File: src/rtl/spi_ctrl_pkg.sv
// +--------------------------------------------------------------------+
// | spi_ctrl_pkg: state encoding and byte-size constant for spi_ctrl.  |
// | Revision: 1.0                                                      |
// +--------------------------------------------------------------------+
`default_nettype none

package spi_ctrl_pkg;

  typedef enum logic [2:0] {
    ST_IDLE  = 3'd0,
    ST_SETUP = 3'd1,
    ST_SHIFT = 3'd2,
    ST_WAIT  = 3'd3,
    ST_HOLD  = 3'd4,
    ST_GAP   = 3'd5
  } state_t;

  localparam logic [3:0] BIT_COUNT = 4'd8;

endpackage

`default_nettype wire

File: src/rtl/spi_ctrl_clkdiv.sv
// +--------------------------------------------------------------------+
// | spi_ctrl_clkdiv: loadable half-period down-counter, tick at zero.  |
// | Revision: 1.0                                                      |
// +--------------------------------------------------------------------+
`default_nettype none

module spi_ctrl_clkdiv #(
  parameter int DIV_WIDTH = 8
) (
  input  logic                 clk,
  input  logic                 rst,
  input  logic                 load,
  input  logic [DIV_WIDTH-1:0] load_val,
  output logic                 tick
);

  logic [DIV_WIDTH-1:0] count_q, count_d;

  always_comb begin
    count_d = count_q;
    if (load) begin
      count_d = load_val;
    end else if (count_q != '0) begin
      count_d = count_q - 1'b1;
    end
  end

  always_ff @(posedge clk or posedge rst) begin
    if (rst) begin
      count_q <= '0;
    end else begin
      count_q <= count_d;
    end
  end

  assign tick = (count_q == '0);

endmodule

`default_nettype wire

File: src/rtl/spi_ctrl_core.sv
// +--------------------------------------------------------------------+
// | spi_ctrl_core: byte-oriented SPI master with programmable SCK.     |
// | SPI_CTRL_MODE_EN adds cpol/cpha inputs. Revision: 1.0              |
// +--------------------------------------------------------------------+
`default_nettype none

module spi_ctrl_core
  import spi_ctrl_pkg::*;
#(
  parameter int DIV_WIDTH = 8
) (
  input  logic                 clk,
  input  logic                 rst,
`ifdef SPI_CTRL_MODE_EN
  input  logic                 cpol,
  input  logic                 cpha,
`endif
  output logic                 spi_sck,
  output logic                 spi_mosi,
  input  logic                 spi_miso,
  output logic                 spi_cs_n,
  input  logic [DIV_WIDTH-1:0] div,
  input  logic [7:0]           user_in,
  input  logic                 user_in_last,
  input  logic                 user_in_valid,
  output logic                 user_in_ack,
  output logic [7:0]           user_out,
  output logic                 user_out_stb,
  output logic                 busy
);

  state_t               state_q, state_d;
  logic [7:0]           tx_q, tx_d;
  logic [7:0]           rx_q, rx_d;
  logic [7:0]           user_out_q, user_out_d;
  logic [3:0]           bit_cnt_q, bit_cnt_d;
  logic [DIV_WIDTH-1:0] div_q, div_d;
  logic                 mosi_q, mosi_d;
  logic                 sck_q, sck_d;
  logic                 cs_n_q, cs_n_d;
  logic                 last_q, last_d;
  logic                 ack_q;
  logic                 stb_pend_q, stb_pend_d;
  logic                 stb_q;

  logic                 accept;
  logic                 phase_load;
  logic                 sample;
  logic                 update;
  logic                 tick;
  logic                 cpha_now;

`ifdef SPI_CTRL_MODE_EN
  logic cpol_q, cpol_d;
  logic cpha_q, cpha_d;

  // Mode is taken from the inputs while idle so the pins already show the requested idle level.
  assign cpha_now = (state_q == ST_IDLE) ? cpha : cpha_q;
  assign spi_sck  = sck_q ^ ((state_q == ST_IDLE) ? cpol : cpol_q);
`else
  assign cpha_now = 1'b0;
  assign spi_sck  = sck_q;
`endif

  spi_ctrl_clkdiv #(
    .DIV_WIDTH (DIV_WIDTH)
  ) u_clkdiv (
    .clk      (clk),
    .rst      (rst),
    .load     (accept | phase_load),
    .load_val (accept ? div : div_q),
    .tick     (tick)
  );

  always_comb begin
    state_d    = state_q;
    tx_d       = tx_q;
    rx_d       = rx_q;
    user_out_d = user_out_q;
    bit_cnt_d  = bit_cnt_q;
    div_d      = div_q;
    mosi_d     = mosi_q;
    sck_d      = sck_q;
    cs_n_d     = cs_n_q;
    last_d     = last_q;
    stb_pend_d = 1'b0;
    accept     = 1'b0;
    phase_load = 1'b0;
    sample     = 1'b0;
    update     = 1'b0;
`ifdef SPI_CTRL_MODE_EN
    cpol_d     = cpol_q;
    cpha_d     = cpha_q;
`endif

    case (state_q)
      ST_IDLE: begin
        if (user_in_valid && !ack_q) begin
          accept  = 1'b1;
          cs_n_d  = 1'b0;
          state_d = ST_SETUP;
        end
      end
      ST_SETUP: begin
        if (tick) begin
          phase_load = 1'b1;
          sck_d      = 1'b1;
          bit_cnt_d  = 4'd1;
          state_d    = ST_SHIFT;
          if (cpha_now) update = 1'b1;
          else          sample = 1'b1;
        end
      end
      ST_SHIFT: begin
        if (tick) begin
          phase_load = 1'b1;
          if (sck_q) begin
            sck_d = 1'b0;
            if (cpha_now)                      sample = 1'b1;
            else if (bit_cnt_q != BIT_COUNT)   update = 1'b1;
          end else if (bit_cnt_q != BIT_COUNT) begin
            sck_d     = 1'b1;
            bit_cnt_d = bit_cnt_q + 4'd1;
            if (cpha_now) update = 1'b1;
            else          sample = 1'b1;
          end else begin
            // Closing low phase of the byte: report it and chain straight into the next one if offered.
            user_out_d = rx_q;
            stb_pend_d = 1'b1;
            if (last_q) begin
              state_d = ST_HOLD;
            end else if (user_in_valid && !ack_q) begin
              accept    = 1'b1;
              sck_d     = 1'b1;
              bit_cnt_d = 4'd1;
              if (!cpha_now) sample = 1'b1;
            end else begin
              state_d = ST_WAIT;
            end
          end
        end
      end
      ST_WAIT: begin
        if (user_in_valid && !ack_q) begin
          accept  = 1'b1;
          state_d = ST_SETUP;
        end
      end
      ST_HOLD: begin
        if (tick) begin
          phase_load = 1'b1;
          cs_n_d     = 1'b1;
          state_d    = ST_GAP;
        end
      end
      ST_GAP: begin
        if (tick) begin
          state_d = ST_IDLE;
        end
      end
      default: begin
        state_d = ST_IDLE;
      end
    endcase

    if (sample) begin
      rx_d = {rx_q[6:0], spi_miso};
    end
    if (update) begin
      mosi_d = tx_q[7];
      tx_d   = {tx_q[6:0], 1'b0};
    end
    if (accept) begin
      last_d = user_in_last;
      div_d  = div;
      // With cpha=1 a byte entering SETUP waits for the first leading edge to present bit 7.
      if ((state_q == ST_SHIFT) || !cpha_now) begin
        mosi_d = user_in[7];
        tx_d   = {user_in[6:0], 1'b0};
      end else begin
        tx_d   = user_in;
      end
`ifdef SPI_CTRL_MODE_EN
      if (state_q == ST_IDLE) begin
        cpol_d = cpol;
        cpha_d = cpha;
      end
`endif
    end
  end

  always_ff @(posedge clk or posedge rst) begin
    if (rst) begin
      state_q    <= ST_IDLE;
      tx_q       <= 8'h00;
      rx_q       <= 8'h00;
      user_out_q <= 8'h00;
      bit_cnt_q  <= 4'd0;
      div_q      <= '0;
      mosi_q     <= 1'b0;
      sck_q      <= 1'b0;
      cs_n_q     <= 1'b1;
      last_q     <= 1'b0;
      ack_q      <= 1'b0;
      stb_pend_q <= 1'b0;
      stb_q      <= 1'b0;
`ifdef SPI_CTRL_MODE_EN
      cpol_q     <= 1'b0;
      cpha_q     <= 1'b0;
`endif
    end else begin
      state_q    <= state_d;
      tx_q       <= tx_d;
      rx_q       <= rx_d;
      user_out_q <= user_out_d;
      bit_cnt_q  <= bit_cnt_d;
      div_q      <= div_d;
      mosi_q     <= mosi_d;
      sck_q      <= sck_d;
      cs_n_q     <= cs_n_d;
      last_q     <= last_d;
      ack_q      <= accept;
      stb_pend_q <= stb_pend_d;
      stb_q      <= stb_pend_q;
`ifdef SPI_CTRL_MODE_EN
      cpol_q     <= cpol_d;
      cpha_q     <= cpha_d;
`endif
    end
  end

  assign spi_mosi     = mosi_q;
  assign spi_cs_n     = cs_n_q;
  assign user_in_ack  = ack_q;
  assign user_out     = user_out_q;
  assign user_out_stb = stb_q;
  assign busy         = (state_q != ST_IDLE);

endmodule

`default_nettype wire

File: config.mk
export PLATFORM = sky130hd
export DESIGN_NAME = spi_ctrl_core
export DESIGN_NICKNAME = d
export VERILOG_FILES = /design/src/rtl/spi_ctrl_pkg.sv /design/src/rtl/spi_ctrl_clkdiv.sv /design/src/rtl/spi_ctrl_core.sv
export SDC_FILE = /design/constraint.sdc
export NUM_CORES = 1
export LEC_CHECK = 0
export BUFFER_PORTS_ARGS = -buffer_cell sky130_fd_sc_hd__buf_2
export CAP_MARGIN = 20
export CORE_ASPECT_RATIO = 0.75
export CORE_UTILIZATION = 52
export DETAILED_ROUTE_END_ITERATION = 16
export GPL_ROUTABILITY_DRIVEN = 0
export PLACE_DENSITY = 0.85
export SLEW_MARGIN = 20
export SYNTH_ARGS = -nofsm -noshare
export SYNTH_HDL_FRONTEND = slang
export SYNTH_HIERARCHICAL = 1
export SYNTH_SLANG_ARGS = --single-unit
File: constraint.sdc
create_clock -name clk -period 3.2 [get_ports clk]
set_input_delay 0.16 -clock clk [delete_from_list [all_inputs] [get_ports clk]]
set_output_delay 0.16 -clock clk [all_outputs]
set_load 0.02 [all_outputs]
==> results of run 1 <==
## layout make-up
cell class | instances | area share [%]
repair buffers | 43 | 8.030
clock buffers | 5 | 2.300
clock inverters | 3 | 0.8783
well taps | 60 | 2.509
flip-flops and latches | 53 | 44.37
inverters | 12 | 1.506
multi-input cells | 147 | 40.40
## cells by family (layout without fill, tap and decap cells)
kind of cell	count (synthesis)	in the layout	synth area share, %
AND/OR/NAND/NOR	60	60	14.29
adder cells (fa/ha/maj)	3	3	1.410
buffers and inverters	24	63	4.746
AO/OA/AOI/OAI	39	39	10.01
multiplexers	42	42	18.70
flip-flops	53	53	49.86
XOR/XNOR	3	3	0.9870
## path summary, 6_finish.rpt
path | depth (start not counted) | endpoint | slack, ps
worst max-delay path | 11 | u_clkdiv/count_q[4] | 220
worst min register to register | 0 | user_out_stb | 360
max in group asynchronous | 4 | tx_q[3] | 2090
min in group asynchronous | 3 | u_clkdiv/count_q[1] | 350
worst min-delay path | 3 | tx_q[1] | 80
worst max register to register | 11 | u_clkdiv/count_q[4] | 220
## worst reg2reg max path, cell delays in order, from the launching register on
cell and delay [ps]:
dfrtp_1 420, inv_1 90, ha_1 230, or4b_1 500, nor2_2 150, nand2b_1 120, nor4b_1 270, o211a_1 240
buf_4 220, mux2_2 360, nand2b_1 140, o31a_1 110
## timing repair
action | CTS | global route
buffers inserted | 0 | 2
hold buffers | 1 | 0
endpoints found under the hold margin | 21 | 0
setup endpoints to repair | 0 | 1
resized for setup | 0 | 0
## placed cells by master (no fill, tap or decap), types with 2 or more instances in the layout
| cell type | n |
|---|---|
| nor3_1 | 5 |
| o31ai_1 | 4 |
| inv_1 | 11 |
| mux2_2 | 30 |
| dfrtp_1 | 52 |
| o21ai_0 | 9 |
| ha_1 | 3 |
| nand3b_1 | 2 |
| xnor2_1 | 3 |
| mux2_4 | 8 |
| and3_1 | 2 |
| nor3b_1 | 2 |
| buf_2 | 34 |
| nand2b_1 | 5 |
| o31a_1 | 2 |
| or3_1 | 2 |
| buf_4 | 8 |
| a21oi_1 | 7 |
| nand2_1 | 13 |
| clkinvlp_4 | 2 |
| o22ai_1 | 2 |
| clkbuf_8 | 5 |
| nor2_1 | 10 |
| mux2i_1 | 4 |
| o221ai_1 | 2 |
| nor2b_1 | 4 |
| a31oi_1 | 2 |
| nor4b_1 | 2 |
| nand4_1 | 3 |
## where the power goes
group          total (W)  switching [W]  internal, W
clock network   0.000396       0.000236     0.000160
registers       0.000670    0.000000479     0.000670
logic          0.0000312      0.0000191    0.0000121
total            0.00110       0.000256     0.000842
## stage by stage
| stage | hold WS [ps] | utilization, % |
|---|---|---|
| after global placement | 135.0 | 58.61 |
| after global routing | 63.05 | 61.06 |
| final | 78.44 | 61.06 |
| after detailed placement | 138.7 | 58.61 |
| after CTS | 74.98 | 60.75 |
| after floorplan | -24.34 | - |
## metal layers
layer  vias up  wire length (um)
met5         -                 0
met4         0                23
met3         2               228
met2        49              2321
met1       902              2490
li1        875                 -
## state kept, by name (all words and copies together) (netlist names)
signal,flops
user_out_stb,1
spi_cs_n,1
div_q,8
user_out,8
tx_q,7
spi_mosi,1
state_q,3
u_clkdiv/count_q,8
user_in_ack,1
last_q,1
bit_cnt_q,4
rx_q,8
spi_sck,1
stb_pend_q,1
## Yosys cell counts (2+ instances only)
library cell and number:
a31oi_1 2, o22ai_1 2, mux2_4 8, o31ai_1 4
nor4b_1 2, buf_6 3, buf_4 3, o21ai_0 9
buf_2 2, nor3b_1 2, o221ai_1 2, and3_1 2
nand4_1 3, nand2_1 13, nor2_1 10, xnor2_1 3
nand3b_1 2, nor2b_1 4, or3_1 2, mux2i_1 4
ha_1 3, inv_1 12, a21oi_1 7, mux2_2 30
o31a_1 2, clkbuf_1 3, nand2b_1 5, nor3_1 5
dfrtp_1 52
==> impl_metrics.tcl, run 1 <==
set metrics [dict create \
    cp_max_fo 11 \
    first_pass_iters 6 \
    tightest_slew_ps 571.8 \
    relSlewSlack_pct 61.34 \
    slowest_delay_ps 500 \
    cts_tree "done" \
    grt.total_usage_pct 20.73 \
    worst_ep_arrival_time_ps 3170 \
    htree_levels 2 \
    syn-num-nets 248 \
    synth_area_sq_um 2663 \
    min_path_type "in2reg" \
    synthArstFlopShare_pct 100.0 \
    cp-start-kind "flip-flop" \
    ys_warn_count 6 \
    synth_area_leader_cell "dfrtp_1" \
    ys.flop_type "dfrtp_1" \
    setup_ws_ps 224.4 \
    critPathKind "reg2reg" \
    irDropWorstVdd_mv 0.2385 \
    top_usage_layer "met2" \
    fin_crit_ps 2976 \
    antenna_left 0 \
    ios 35 \
    max_cap_violations 0 \
    crit_buf_inv 2 \
    netlist_instances 224 \
    routed_wl_um 5062 \
    pre_cts_ws_ps 203.7 \
    startpoint "u_clkdiv/count_q[0]" \
    avgSynthCellArea_sq_um 11.89 \
    drcViolationCount 0 \
    n_antenna_cell 0 \
    hold_viol_final 0 \
    ys_seq_elements 53 \
    clk_root_buffer_cell "clkbuf_8" \
    n_fill_cell 401 \
    area_growth_pct 12.36 \
    fin_crit_sh_pct 92.99 \
    wl_per_cell_um 15.67 \
    start_util_pct 54.34 \
    synth_seq_area_share_pct 49.86 \
    setup_violations 0 \
    crit_chain "inv_1 > ha_1 > or4b_1 > nor2_2 > nand2b_1 > nor4b_1 > o211a_1 > buf_4 > mux2_2 > nand2b_1 > o31a_1" \
    clk_pin_slew_worst_paths_ps 110 \
    design.final.nets 286 \
    fmax_mhz 336.1 \
    synth_edf_count 0 \
    multi_input_comb_area_sq_um 1209 \
    rows 22 \
    slowest_stage "or4b_1" \
    die_h_um 63.97 \
    cts_sinks 53 \
    pwr_density_cell_nw_per_um2 366.7 \
    drt_iter0_markers 131 \
    gr-usage-met1_pct 30.69 \
    die_x_um 84.63 \
    layout.cells.non_filler 323 \
    required_ps 3400 \
    crit_path_end_kind "flip-flop" \
    worstHoldStart "user_in[0]" \
    finClkSkew_ps 9.040 \
    cts_buffer_depth 2 \
    synth_top_cell_area_share_pct 48.87 \
    port_buffers 34 \
    run_status "finished clean" \
    r2r_start "u_clkdiv/count_q[0]" \
    final-seq-area_sq_um 1328 \
    grt_use_met3_pct 4.393 \
    hpwl_um 3599 \
    core_area_sq_um 4900 \
    design_area_sq_um 2992 \
    grt_pass1_wl_um 8673 \
    crit_family "simple AND/OR/NAND/NOR gates" \
    grtUsageMet2_pct 31.50 \
    die_area_sq_um 5413 \
    rsz0062_at_grt "no" \
    grt_overflow 0 \
    cts_buffers 5 \
    slew_viol_final 0 \
    grt_antenna_before_repair 0 \
    dp.cells 312 \
    critPathMostFrequentCell "nand2b_1" \
    dpl_cell_area_sq_um 2872 \
    leakagePower_nw 1.481 \
    drive_gt1_share_pct 38.02 \
    yosys.cell_types.count 52 \
    num_vias 1828 \
    fin_setup_tns_ps 0 \
    grt_max_degree 32 \
    synth_area_leaders "dfrtp_1 49%, mux2_2 13%, mux2_4 4.5%" \
    p_total_w 0.001097 \
    insertion_delay_ps 310 \
    grt_pass1_vias 1735 \
    avgViaCountPerCell 5.659 \
]
No activity file was read; power rests on OpenSTA's default activity.
==> inputs of run 2 (changes only) <==
CORE_UTILIZATION = 54   (was 52)
CTS_BUF_LIST = sky130_fd_sc_hd__clkbuf_4   (was default)
PLACE_DENSITY = 0.87   (was 0.85)
==> run 2 against run 1 <==
Sequential share of layout area is 0.91 points lower. Largest cell class unchanged. Power is 5.7% lower. Global-route usage is 1.2 points higher. Highest routed layer unchanged. Hold slack worse by 60 ps. Critical endpoint is now u_clkdiv/count_q[1]. Non-clock buffer count is 9 higher. Fmax is 1.2% lower. Register-to-register slack worse by 40 ps. Clock skew is 8.5 ps higher. Critical path depth is 1 lower. Count of clock-buffer cells in the layout stayed put.
==> impl_metrics.tcl, run 2 (synthesis results as in run 1) <==
set metrics [dict create \
    run_status "finished clean" \
    slew_viol_final 0 \
    critPathKind "reg2reg" \
    die_area_sq_um 5218 \
    internal-power_w 0.0007873 \
    routed_wl_um 5237 \
    startpoint "u_clkdiv/count_q[0]" \
    cp_max_fo 7 \
    grt_pass1_wl_um 8949 \
    leakagePower_nw 1.504 \
    layout_commonest_cell "dfrtp_1" \
    cp.depth 10 \
    reg2reg_to "u_clkdiv/count_q[1]" \
    grt_antenna_before_repair 0 \
    drive_gt1_share_pct 36.40 \
    holdWs_ps 18.83 \
    relSlewSlack_pct 59.75 \
    finClkSkew_ps 17.53 \
    final_util_pct 66.42 \
    crit_chain "inv_1 > ha_1 > or4b_1 > nor2_2 > nand2b_1 > nor4b_1 > o211a_2 > buf_4 > mux2_2 > a22o_2" \
    wl_per_cell_um 15.92 \
    grt.total_usage_pct 21.95 \
    hold_viol_final 0 \
    clk_pin_slew_worst_paths_ps 150 \
    max_cap_violations 0 \
    post_cts_buffers 0 \
    rsz0062_at_grt "no" \
    worst_ep_arrival_time_ps 3310 \
    tightest_slew_ps 600.0 \
    r2r_start "u_clkdiv/count_q[0]" \
    min_path_type "in2reg" \
    num_vias 1865 \
    cp-start-kind "flip-flop" \
    avgViaCountPerCell 5.669 \
    die_x_um 83.08 \
    netSwitchingPower_w 0.0002471 \
    p_seq_share_pct 64.9 \
    core_area_sq_um 4598 \
    rows 21 \
    swShare_pct 23.88 \
    worstSetupEndpoint "u_clkdiv/count_q[1]" \
    fmax_mhz 331.9 \
    crit_buf_inv 2 \
    required_ps 3500 \
    drt_iter0_markers 151 \
    drcViolationCount 0 \
    htree_levels 2 \
    pwr_density_cell_nw_per_um2 338.7 \
    grt_max_degree 32 \
    cts_sinks 53 \
    setup_violations 0 \
    cts_tree "done" \
    reg2reg_setup_slack_ps 190 \
    ios 35 \
    design.final.nets 295 \
    first_pass_iters 4 \
    slowest_delay_ps 490 \
    port_buffers 34 \
    power.share.combinational_pct 4.1 \
    clkPwrFrac_pct 31.0 \
    insertion_delay_ps 390 \
    cts_buffer_depth 2 \
    layout_common_cells "52 x dfrtp_1, 34 x buf_2, 30 x mux2_2, 13 x nand2_1, 12 x dlygate4sd3_1" \
    start_util_pct 57.90 \
    area_growth_pct 14.71 \
    die_h_um 62.81 \
    crit_path_end_kind "flip-flop" \
    ff2ff_path_depth 10 \
    hpwl_um 3704 \
    antenna_left 0 \
    crit_family "simple AND/OR/NAND/NOR gates" \
    fin_crit_sh_pct 94.15 \
    irDropWorstVdd_mv 0.2404 \
    cts_buffers 5 \
    slowest_stage "or4b_1" \
    n_antenna_cell 0 \
    grt_pass1_vias 1880 \
    grt_overflow 0 \
    fin_crit_ps 3013 \
    clk_root_buffer_cell "clkbuf_4" \
    fin_setup_tns_ps 0 \
]
[run 2: per-layer routing]
layer  GRT usage [%]  vias to the layer above  wire [um]
met4           5.819                        0         65
met2           35.35                       50       2395
met3           5.680                        6        238
li1                -                      896          -
met1           29.62                      913       2537
met5               0                        -          0
[run 2: worst min-delay path by stage]
stage / to / from / depth (start not counted) / slack [ps]
CTS: div_q[3] / div[3] / 2 / 7
detailed placement: u_clkdiv/count_q[5] / rst / 2 / 140
finish: div_q[3] / div[3] / 2 / 20
floorplan: u_clkdiv/count_q[0] / rst / 1 / -20
global route: div_q[4] / div[4] / 2 / 2
global placement: u_clkdiv/count_q[5] / rst / 2 / 130
[run 2: layout make-up]
class	count	area, sq um
clock buffer	5	37.54
multi-input combinational	147	1209
inverter	12	45.04
clock inverter	3	28.78
tap	57	71.32
fill	331	1544
timing repair buffer	52	335.3
sequential	53	1328
[run 2: metrics by stage]
stage	power (W)	worst slack (ps)	instance area, sq um	std cells
final	0.001034	187.3	3054	329
after global routing	0.001080	27.23	3054	329
after detailed placement	0.0007150	209.6	2868	309
after floorplan	0.0006962	2.939	2663	224
after global placement	0.0007141	287.8	2868	309
after CTS	0.001049	175.3	3054	329
[run 2: power by group through the flow]
| stage | logic, W | registers (W) | clock network (W) |
|---|---|---|---|
| after floorplan | 0.0000128 | 0.000683 | 0 |
| final | 0.0000420 | 0.000671 | 0.000321 |
| after CTS | 0.0000426 | 0.000671 | 0.000335 |
| after global placement | 0.0000305 | 0.000684 | 0 |
| after detailed placement | 0.0000314 | 0.000684 | 0 |
| after global routing | 0.0000473 | 0.000672 | 0.000361 |
[run 2: timing repair]
action	CTS	global route
endpoints found under the hold margin	32	0
hold buffers	12	0
gates resized for setup	0	1
setup endpoints to repair	0	2
